### config.mk
export PLATFORM = sky130hd
export DESIGN_NAME = xcfi_rvfi_emitter
export DESIGN_NICKNAME = d
export VERILOG_FILES = /design/src/rtl/xcfi_rvfi_emitter.sv
export SDC_FILE = /design/constraint.sdc
export NUM_CORES = 1
export LEC_CHECK = 0
export BUFFER_PORTS_ARGS = -buffer_cell sky130_fd_sc_hd__buf_2
export CAP_MARGIN = 25
export CORE_ASPECT_RATIO = 1.5
export CORE_MARGIN = 2
export CORE_UTILIZATION = 36
export CTS_CLUSTER_DIAMETER = 60
export DETAILED_ROUTE_END_ITERATION = 8
export PLACE_DENSITY_LB_ADDON = 0.2
export SLEW_MARGIN = 25
export SYNTH_ARGS = -nofsm -noshare
export SYNTH_HDL_FRONTEND = slang
export SYNTH_SLANG_ARGS = --single-unit
### constraint.sdc
create_clock -name g_clk -period 3.7 [get_ports g_clk]
set_input_delay 0.37 -clock g_clk [delete_from_list [all_inputs] [get_ports g_clk]]
set_output_delay 0.37 -clock g_clk [all_outputs]
set_load 0.005 [all_outputs]
### src/rtl/xcfi_rvfi_emitter.sv
// In-order RVFI trace emitter: captures operands at issue, pairs them with retirement, drives one rvfi_* packet per retire.
// Optional memory tracing is enabled with `define XCFI_RVFI_MEM_TRACE_EN.
module xcfi_rvfi_emitter #(
    parameter int XLEN  = 32,
    parameter int DEPTH = 4
) (
    input  logic            g_clk,
    input  logic            g_resetn,
    input  logic            iss_valid,
    output logic            iss_ready,
    input  logic [31:0]     iss_insn,
    input  logic [XLEN-1:0] iss_pc,
    input  logic [4:0]      iss_rs1_addr,
    input  logic [4:0]      iss_rs2_addr,
    input  logic [4:0]      iss_rs3_addr,
    input  logic [XLEN-1:0] iss_rs1_rdata,
    input  logic [XLEN-1:0] iss_rs2_rdata,
    input  logic [XLEN-1:0] iss_rs3_rdata,
    input  logic            ret_valid,
    input  logic            ret_trap,
    input  logic [4:0]      ret_rd_addr,
    input  logic [XLEN-1:0] ret_rd_wdata,
    input  logic [XLEN-1:0] ret_rd_wdatahi,
    input  logic            ret_rd_wide,
    input  logic [XLEN-1:0] ret_pc_wdata,
    input  logic [XLEN-1:0] ret_mem_addr,
    input  logic [3:0]      ret_mem_rmask,
    input  logic [3:0]      ret_mem_wmask,
    input  logic [XLEN-1:0] ret_mem_rdata,
    input  logic [XLEN-1:0] ret_mem_wdata,
    input  logic            flush,
    output logic            rvfi_valid,
    output logic [63:0]     rvfi_order,
    output logic [31:0]     rvfi_insn,
    output logic            rvfi_trap,
    output logic [XLEN-1:0] rvfi_pc_rdata,
    output logic [XLEN-1:0] rvfi_pc_wdata,
    output logic [4:0]      rvfi_rs1_addr,
    output logic [4:0]      rvfi_rs2_addr,
    output logic [4:0]      rvfi_rs3_addr,
    output logic [XLEN-1:0] rvfi_rs1_rdata,
    output logic [XLEN-1:0] rvfi_rs2_rdata,
    output logic [XLEN-1:0] rvfi_rs3_rdata,
    output logic [4:0]      rvfi_rd_addr,
    output logic [XLEN-1:0] rvfi_rd_wdata,
    output logic            rvfi_rd_wide,
    output logic [XLEN-1:0] rvfi_rd_wdatahi,
    output logic [XLEN-1:0] rvfi_mem_addr,
    output logic [3:0]      rvfi_mem_rmask,
    output logic [3:0]      rvfi_mem_wmask,
    output logic [XLEN-1:0] rvfi_mem_rdata,
    output logic [XLEN-1:0] rvfi_mem_wdata,
    output logic            err_underflow
);

    localparam int AW = $clog2(DEPTH);

    logic [AW:0]     wr_ptr;
    logic [AW:0]     rd_ptr;
    logic [63:0]     next_order;

    logic [31:0]     q_insn      [DEPTH];
    logic [XLEN-1:0] q_pc        [DEPTH];
    logic [4:0]      q_rs1_addr  [DEPTH];
    logic [4:0]      q_rs2_addr  [DEPTH];
    logic [4:0]      q_rs3_addr  [DEPTH];
    logic [XLEN-1:0] q_rs1_rdata [DEPTH];
    logic [XLEN-1:0] q_rs2_rdata [DEPTH];
    logic [XLEN-1:0] q_rs3_rdata [DEPTH];

    logic          full;
    logic          empty;
    logic          push;
    logic          pop;
    logic [AW-1:0] wr_idx;
    logic [AW-1:0] rd_idx;
    logic [4:0]    rd_addr_eff;
    logic          rd_is_x0;

    assign wr_idx = wr_ptr[AW-1:0];
    assign rd_idx = rd_ptr[AW-1:0];
    assign full   = (wr_idx == rd_idx) && (wr_ptr[AW] != rd_ptr[AW]);
    assign empty  = (wr_ptr == rd_ptr);
    assign pop    = ret_valid && !empty;
    // A pop frees a slot this cycle, so a full FIFO can still take an issue alongside a retire.
    assign iss_ready = !full || pop;
    assign push      = iss_valid && iss_ready && !flush;

    assign rd_addr_eff = ret_trap ? 5'd0 : ret_rd_addr;
    assign rd_is_x0    = (rd_addr_eff == 5'd0);

    always_ff @(posedge g_clk or negedge g_resetn) begin
        if (!g_resetn) begin
            wr_ptr        <= '0;
            rd_ptr        <= '0;
            err_underflow <= 1'b0;
        end else begin
            if (push)
                wr_ptr <= wr_ptr + {{AW{1'b0}}, 1'b1};
            if (flush)
                rd_ptr <= wr_ptr;
            else if (pop)
                rd_ptr <= rd_ptr + {{AW{1'b0}}, 1'b1};
            if (ret_valid && empty)
                err_underflow <= 1'b1;
        end
    end

    always_ff @(posedge g_clk) begin
        if (push) begin
            q_insn[wr_idx]      <= iss_insn;
            q_pc[wr_idx]        <= iss_pc;
            q_rs1_addr[wr_idx]  <= iss_rs1_addr;
            q_rs2_addr[wr_idx]  <= iss_rs2_addr;
            q_rs3_addr[wr_idx]  <= iss_rs3_addr;
            q_rs1_rdata[wr_idx] <= iss_rs1_rdata;
            q_rs2_rdata[wr_idx] <= iss_rs2_rdata;
            q_rs3_rdata[wr_idx] <= iss_rs3_rdata;
        end
    end

    // Packet fields only change on a pop; otherwise they hold for the checkers.
    always_ff @(posedge g_clk or negedge g_resetn) begin
        if (!g_resetn) begin
            rvfi_valid      <= 1'b0;
            rvfi_order      <= '0;
            next_order      <= '0;
            rvfi_insn       <= '0;
            rvfi_trap       <= 1'b0;
            rvfi_pc_rdata   <= '0;
            rvfi_pc_wdata   <= '0;
            rvfi_rs1_addr   <= '0;
            rvfi_rs2_addr   <= '0;
            rvfi_rs3_addr   <= '0;
            rvfi_rs1_rdata  <= '0;
            rvfi_rs2_rdata  <= '0;
            rvfi_rs3_rdata  <= '0;
            rvfi_rd_addr    <= '0;
            rvfi_rd_wdata   <= '0;
            rvfi_rd_wide    <= 1'b0;
            rvfi_rd_wdatahi <= '0;
        end else begin
            rvfi_valid <= pop;
            if (pop) begin
                rvfi_order      <= next_order;
                next_order      <= next_order + 64'd1;
                rvfi_insn       <= q_insn[rd_idx];
                rvfi_trap       <= ret_trap;
                rvfi_pc_rdata   <= q_pc[rd_idx];
                rvfi_pc_wdata   <= ret_pc_wdata;
                rvfi_rs1_addr   <= q_rs1_addr[rd_idx];
                rvfi_rs2_addr   <= q_rs2_addr[rd_idx];
                rvfi_rs3_addr   <= q_rs3_addr[rd_idx];
                rvfi_rs1_rdata  <= q_rs1_rdata[rd_idx];
                rvfi_rs2_rdata  <= q_rs2_rdata[rd_idx];
                rvfi_rs3_rdata  <= q_rs3_rdata[rd_idx];
                rvfi_rd_addr    <= rd_addr_eff;
                rvfi_rd_wdata   <= rd_is_x0 ? '0 : ret_rd_wdata;
                rvfi_rd_wide    <= ret_rd_wide;
                rvfi_rd_wdatahi <= (rd_is_x0 || !ret_rd_wide) ? '0 : ret_rd_wdatahi;
            end
        end
    end

`ifdef XCFI_RVFI_MEM_TRACE_EN
    always_ff @(posedge g_clk or negedge g_resetn) begin
        if (!g_resetn) begin
            rvfi_mem_addr  <= '0;
            rvfi_mem_rmask <= '0;
            rvfi_mem_wmask <= '0;
            rvfi_mem_rdata <= '0;
            rvfi_mem_wdata <= '0;
        end else if (pop) begin
            rvfi_mem_addr  <= ret_mem_addr;
            rvfi_mem_rmask <= ret_trap ? 4'd0 : ret_mem_rmask;
            rvfi_mem_wmask <= ret_trap ? 4'd0 : ret_mem_wmask;
            rvfi_mem_rdata <= ret_mem_rdata;
            rvfi_mem_wdata <= ret_mem_wdata;
        end
    end
`else
    logic unused_mem;
    assign unused_mem     = ^{ret_mem_addr, ret_mem_rmask, ret_mem_wmask, ret_mem_rdata, ret_mem_wdata};
    assign rvfi_mem_addr  = '0;
    assign rvfi_mem_rmask = '0;
    assign rvfi_mem_wmask = '0;
    assign rvfi_mem_rdata = '0;
    assign rvfi_mem_wdata = '0;
`endif

endmodule

=== Yosys cells after proc, flatten, opt, wreduce, memory -nomap -nowiden ===
Memory sizes are Yosys's and may differ from the RTL's. A register that Yosys moved wholly into a read port is not among the register bits.
Index checks and enable logic that the tools add are counted.
Widths: inputs -> output; s select.

* Register bits: 239
* Bits in latches: 0
* Memory bits (writable): 700
* Memory bits (read-only): 0
* Bits of input ports: 387
* Logic and storage cells: 54
* Memories: 8

{| class="wikitable"
|+ Memories
! memory !! words !! bits a word !! read ports !! clocked after memory_dff !! write ports !! line !! RTL
|-
| q_insn || 4 || 32 || 1 || 1 || 1 || 62 || <nowiki>logic [31:0] q_insn [DEPTH];</nowiki>
|-
| q_pc || 4 || 32 || 1 || 1 || 1 || 63 || <nowiki>logic [XLEN-1:0] q_pc [DEPTH];</nowiki>
|-
| q_rs1_rdata || 4 || 32 || 1 || 1 || 1 || 67 || <nowiki>logic [XLEN-1:0] q_rs1_rdata [DEPTH];</nowiki>
|-
| q_rs2_rdata || 4 || 32 || 1 || 1 || 1 || 68 || <nowiki>logic [XLEN-1:0] q_rs2_rdata [DEPTH];</nowiki>
|-
| q_rs3_rdata || 4 || 32 || 1 || 1 || 1 || 69 || <nowiki>logic [XLEN-1:0] q_rs3_rdata [DEPTH];</nowiki>
|-
| q_rs1_addr || 4 || 5 || 1 || 1 || 1 || 64 || <nowiki>logic [4:0] q_rs1_addr [DEPTH];</nowiki>
|-
| +2 memories || - || - || - || - || - || - ||
|}

* Add/subtract/negate cells: 3
* Multiply operators: 0
* Div/mod/pow operators: 0
* Order comparisons: 0
* Equal/unequal tests: 3
* Shift-type cells: 0
* Multiplexer cells: 7
* Bitwise logic cells: 0
* Reductions and logical operators: 21

{| class="wikitable"
|+ Operator list
! operator !! number
|-
| $add 64x1->64 const B || 1
|-
| $mux 32 || 2
|-
| $logic_not 1->1 || 12
|-
| $add 3x1->3 const B || 2
|-
| $mux 3 || 2
|-
| $logic_and 1x1->1 || 5
|-
| $logic_not 5->1 || 1
|-
| $mux 5 || 1
|-
| $eq 3x3->1 || 1
|-
| $eq 2x2->1 || 1
|-
| $logic_or 1x1->1 || 2
|-
| $mux 1 || 2
|-
| $reduce_bool 2->1 || 1
|-
| $ne 1x1->1 || 1
|}

=== Longest topological paths before layout ===
* Word-level depth: 8
* Gate-level depth with buffers: 8
* Depth with buffers taken out: 6

=== Worst setup path after synthesis ===
Ideal clock, no wire load.

* Kind: flip-flop to flip-flop
* Start point: register rd_ptr[1]
* End point: memory q_insn[0][0] (enable)
* Arrival time: 3389 ps
* Path slack: -149 ps
* Cell stages (with the launch flop): 7
* Path through: dfrtp_1 -> buf_2 -> xor2_2 -> or4b_1 -> and3b_1 -> buf_6 -> and2_2

* Longest elaborated chain between the ends: 8
* Elaborated cells between the ends (all ways): 11

{| class="wikitable"
|+ RTL lines
! item !! line !! RTL
|-
| start: declaration || 59 || <nowiki>logic [AW:0] rd_ptr;</nowiki>
|-
| start signal: assignment || 101 || <nowiki>rd_ptr <= wr_ptr;</nowiki>
|-
| start signal: assignment || 103 || <nowiki>rd_ptr <= rd_ptr + {{AW{1'b0}}, 1'b1};</nowiki>
|-
| $eq 3x3->1 or $eq 2x2->1 (tied branches) || 83, 82 ||
|-
| $logic_not 1->1 or $logic_and 1x1->1 (tied branches) || 84, 82 ||
|-
| $logic_and 1x1->1 or $logic_not 1->1 (tied branches) || 84, 86 ||
|-
| $logic_or 1x1->1 (*) || 86 || <nowiki>assign iss_ready = !full || pop;</nowiki>
|-
| via iss_ready || 10 || <nowiki>output logic iss_ready,</nowiki>
|-
| $logic_and 1x1->1 (*) (2 in series) || 87 || <nowiki>assign push = iss_valid && iss_ready && !flush;</nowiki>
|-
| $mux 1 (*) || 110 || <nowiki>if (push) begin</nowiki>
|-
| $mux 1 (implied by the code) (*) || 111 || <nowiki>q_insn[wr_idx] <= iss_insn;</nowiki>
|-
| end: declaration || 62 ||
|}

The timed path passes the listed nets; every way through them passes the cells marked *.

=== Final worst setup path ===
* Start point: register rd_ptr[0]
* End point: register rvfi_rd_addr[4]

* Longest elaborated chain between the ends: 3

{| class="wikitable"
|+ RTL lines
! item !! line !! RTL
|-
| $eq 3x3->1 || 83 || <nowiki>assign empty = (wr_ptr == rd_ptr);</nowiki>
|-
| $logic_not 1->1 || 84 || <nowiki>assign pop = ret_valid && !empty;</nowiki>
|-
| $logic_and 1x1->1 || 84 ||
|-
| end signal: assignment || 157 || <nowiki>rvfi_rd_addr <= rd_addr_eff;</nowiki>
|-
| end: declaration || 44 || <nowiki>output logic [4:0] rvfi_rd_addr,</nowiki>
|}

Every way passes these cells.
A chain may end at the register's enable or synchronous reset.

==> results.yml <==
outcome:
  status: "complete, no violations"
global_route:
  gr-total-overflow: 0
  grt_pass1_vias: 26300
  grt_max_degree: 165
  grt.total_usage_pct: 18.8
  grt_pass1_wl_um: 170000
  antenna_found_initial: 8
timing:
  rsz0062_at_grt: "no"
  hold_viol: 0
  fin_crit_sh_pct: 80.0
  min_period_ps: 2960
  report.final.slew_viol_count: 0
  setup-tns-final_ps: 0
  fmax_ghz: 0.338
  clock_skew_ps: 26.7
  slew_headroom_pct: 31.1
  finalSetupViolations: 0
  tightest_slew_ps: 1030
worst_setup_path:
  r2r_slack_ps: 740
  crit_arrival_ps: 3560
  rr_endpoint: "rvfi_rd_addr[4]"
  path_buf_inv: 3
  reg2reg_from: "rd_ptr[0]"
  crit_path_max_fanout: 95
  crit_path_top_delay_cell: "o31ai_4"
  critPathLaunch: "rd_ptr[0]"
  critPathKind: "reg2reg"
  required_ps: 4300
  crit_family: "buffers and inverters"
  reg2reg_depth: 7
  max_stage_delay_ps: 640
  path_cells: "xor2_4, o31ai_4, inv_8, buf_4, nand3b_1, dlygate4sd3_1, nand2_1"
  end_kind: "flop"
  startpoint_type: "flop"
min_path:
  worstHoldEndpoint: "rvfi_pc_wdata[20]"
  hold_class: "in2reg"
  hp-start: "ret_pc_wdata[20]"
  hold_depth: 3
detailed_routing:
  drc_errors: 0
  ant_nets: 0
  wl_per_cell_um: 21.3
  wl_um: 113000
  drt-pass1-iter-count: 5
  vias_per_cell: 4.69
  vias: 24900
  first_iter_violations: 1370
clocking:
  h-tree-depth: 3
  postCtsResizedCells: 0
  clock-sinks: 1114
  clkLatencyLatePin_ps: 720
  cts_tree: "done"
  clkSlewWorstSetupHoldPaths_ps: 60
  cts_max_path_buffers: 3
  cts_root_buffer: "clkbuf_16"
  post_cts_buffers: 0
  numCtsBuffers: 107
finish:
  nets: 4056
  layout-drive-gt1-share_pct: 28.0
  instances_no_fill: 5316
  regArea_mm2: 0.0314
  fill_cells: 10400
  fin_util_pct: 46.2
  area_growth_pct: 27.1
  multi_input_area_mm2: 0.00986
yosys:
  synth_cells: 2717
  synth_area_leaders: "edfxtp_1 50%, dfrtp_1 25%, mux4_2 9.3%"
  synth_top_area_share_pct: 49.8
  ys_seq_area_share_pct: 74.4
  synthesis.area_mm2: 0.0422
  synthArstFlopShare_pct: 37.2
  yosysWarningCount: 0
  synth_edf_count: 700
  synth_ff_type: "edfxtp_1"
  synth_area_leader_cell: "edfxtp_1"
  synthDistinctLibCells: 48
  syn_avg_cell_area_um2: 15.5
  yosys_register_bits: 1114
flow_run:
  drv_cap: 0
die:
  io_pins: 836
  die_w_um: 284
  dieArea_mm2: 0.120
  die_h_um: 423
  start_util_pct: 36.3
  core-area_mm2: 0.116
  rows: 153
pwr:
  ir_drop_v: 0.000570
  p_per_area_mw_per_mm2: 721
  leakage_nw: 22.5
  p_total_mw: 38.7
placement:
  hpwlAfterDp_um: 72000
  dp.cells: 4825
  gp_congestion: 0.919
  portBuffers: 627
-- layout make-up --
type / count / share of cell area, %
diodes: 10 / 0.0466
clock inverters: 57 / 1.37
flip-flops and latches: 1114 / 58.5
clock buffers: 145 / 5.64
well taps: 1550 / 3.62
inverters: 11 / 0.0910
multi-input cells: 1467 / 18.4
repair buffers: 962 / 12.3
-- how the worst max path moves through the flow --
stage                    endpoint  slack, ps  depth (start not counted)
2_1_floorplan        q_insn[0][0]       -150                          6
3_5_place_dp   rvfi_rs3_rdata[22]        800                          6
6_report          rvfi_rd_addr[4]        740                          7
3_3_place_gp     rvfi_rs3_addr[0]        850                          6
4_1_cts           rvfi_rd_addr[1]        710                          7
5_1_grt           rvfi_rd_addr[1]        550                          7
-- synthesized netlist by cell type, types with 21 or more instances --
master and count:
nand2_1 911, xor2_1 24, a22o_1 32, buf_2 37, nand4_1 21, edfxtp_1 700, dfrtp_1 414, xnor2_1 43
buf_4 105, nand3_1 49, clkbuf_1 75, mux4_2 175
-- state kept, by name, summed over array words and instances, names as in the netlist, 20 cells and up --
name and cells:
q_insn 128, q_pc 128, q_rs1_rdata 128, q_rs2_rdata 128
q_rs3_rdata 128, next_order 64, rvfi_order 64, rvfi_insn 32
rvfi_pc_rdata 32, rvfi_pc_wdata 32, rvfi_rd_wdata 32, rvfi_rd_wdatahi 32
rvfi_rs1_rdata 32, rvfi_rs2_rdata 32, rvfi_rs3_rdata 32, q_rs1_addr 20
q_rs2_addr 20, q_rs3_addr 20
-- cell families (layout without fill, tap and decap cells) --
group	Yosys count	count (layout)	share of synthesized area, %
mux	176	176	9.36
other cells	1	114	0.00889
buf+inv	239	1175	3.21
simple gates	1063	1063	10.4
fa+ha+maj	6	6	0.178
compound gates	48	48	0.949
xor+xnor	70	70	1.53
flops	1114	1114	74.4
-- layer usage --
layer | up-vias | share of wire (%) | track usage (%) | wire length [µm]
li1 | 11400 | - | - | -
met1 | 12600 | 39 | 22.5 | 44600
met2 | 749 | 52 | 33.6 | 59100
met3 | 138 | 5.0 | 3.37 | 5710
met4 | 2 | 3.3 | 7.31 | 3730
met5 | - | 0.011 | 0 | 13
-- metrics by stage --
step	hold slack (ps)	setup WS [ps]	instance area (µm²)
after floorplan	74.4	-149	42600
after global placement	446	846	47100
after detailed placement	452	803	47100
after CTS	9.00	707	53600
after global routing	29.6	548	53600
final	73.9	741	53600
-- power breakdown --
group	internal [mW]	switching, mW	total (mW)
Clock	6.80	4.82	11.6
Sequential	15.7	1.05	16.7
Combinational	4.24	6.07	10.3
-- worst min-delay path: stages --
cell	delay (ps)
buf_2	80
nand2_1	170
nand2_1	110
-- cells in the final DEF, fill, tap and decap left out, drive strengths merged, types with 2 or more instances in the layout --
cell / Yosys / layout
diode: 0 / 10
nand4: 21 / 21
a22o: 32 / 32
or4: 3 / 3
nor4b: 2 / 2
o21ai: 12 / 12
buf: 152 / 683
edfxtp: 700 / 700
clkinv: 0 / 33
ha: 6 / 6
nand3b: 6 / 6
bufinv: 0 / 15
dfrtp: 414 / 414
nand2: 911 / 911
inv: 11 / 16
clkbuf: 76 / 145
xor2: 27 / 27
dlygate4sd3: 0 / 279
nand3: 50 / 50
clkinvlp: 0 / 4
xnor2: 43 / 43
and2: 9 / 9
mux4: 175 / 175
and4: 11 / 11
nor3: 15 / 15
conb: 1 / 104
nor2: 13 / 13
nor4: 6 / 6
and3: 11 / 11
-- repair_timing --
action,4_1_cts,5_1_grt
setup endpoints to repair,0,0
hold buffers,279,0
endpoints found under the hold margin,884,0
Power figures use the tool's default switching activity.
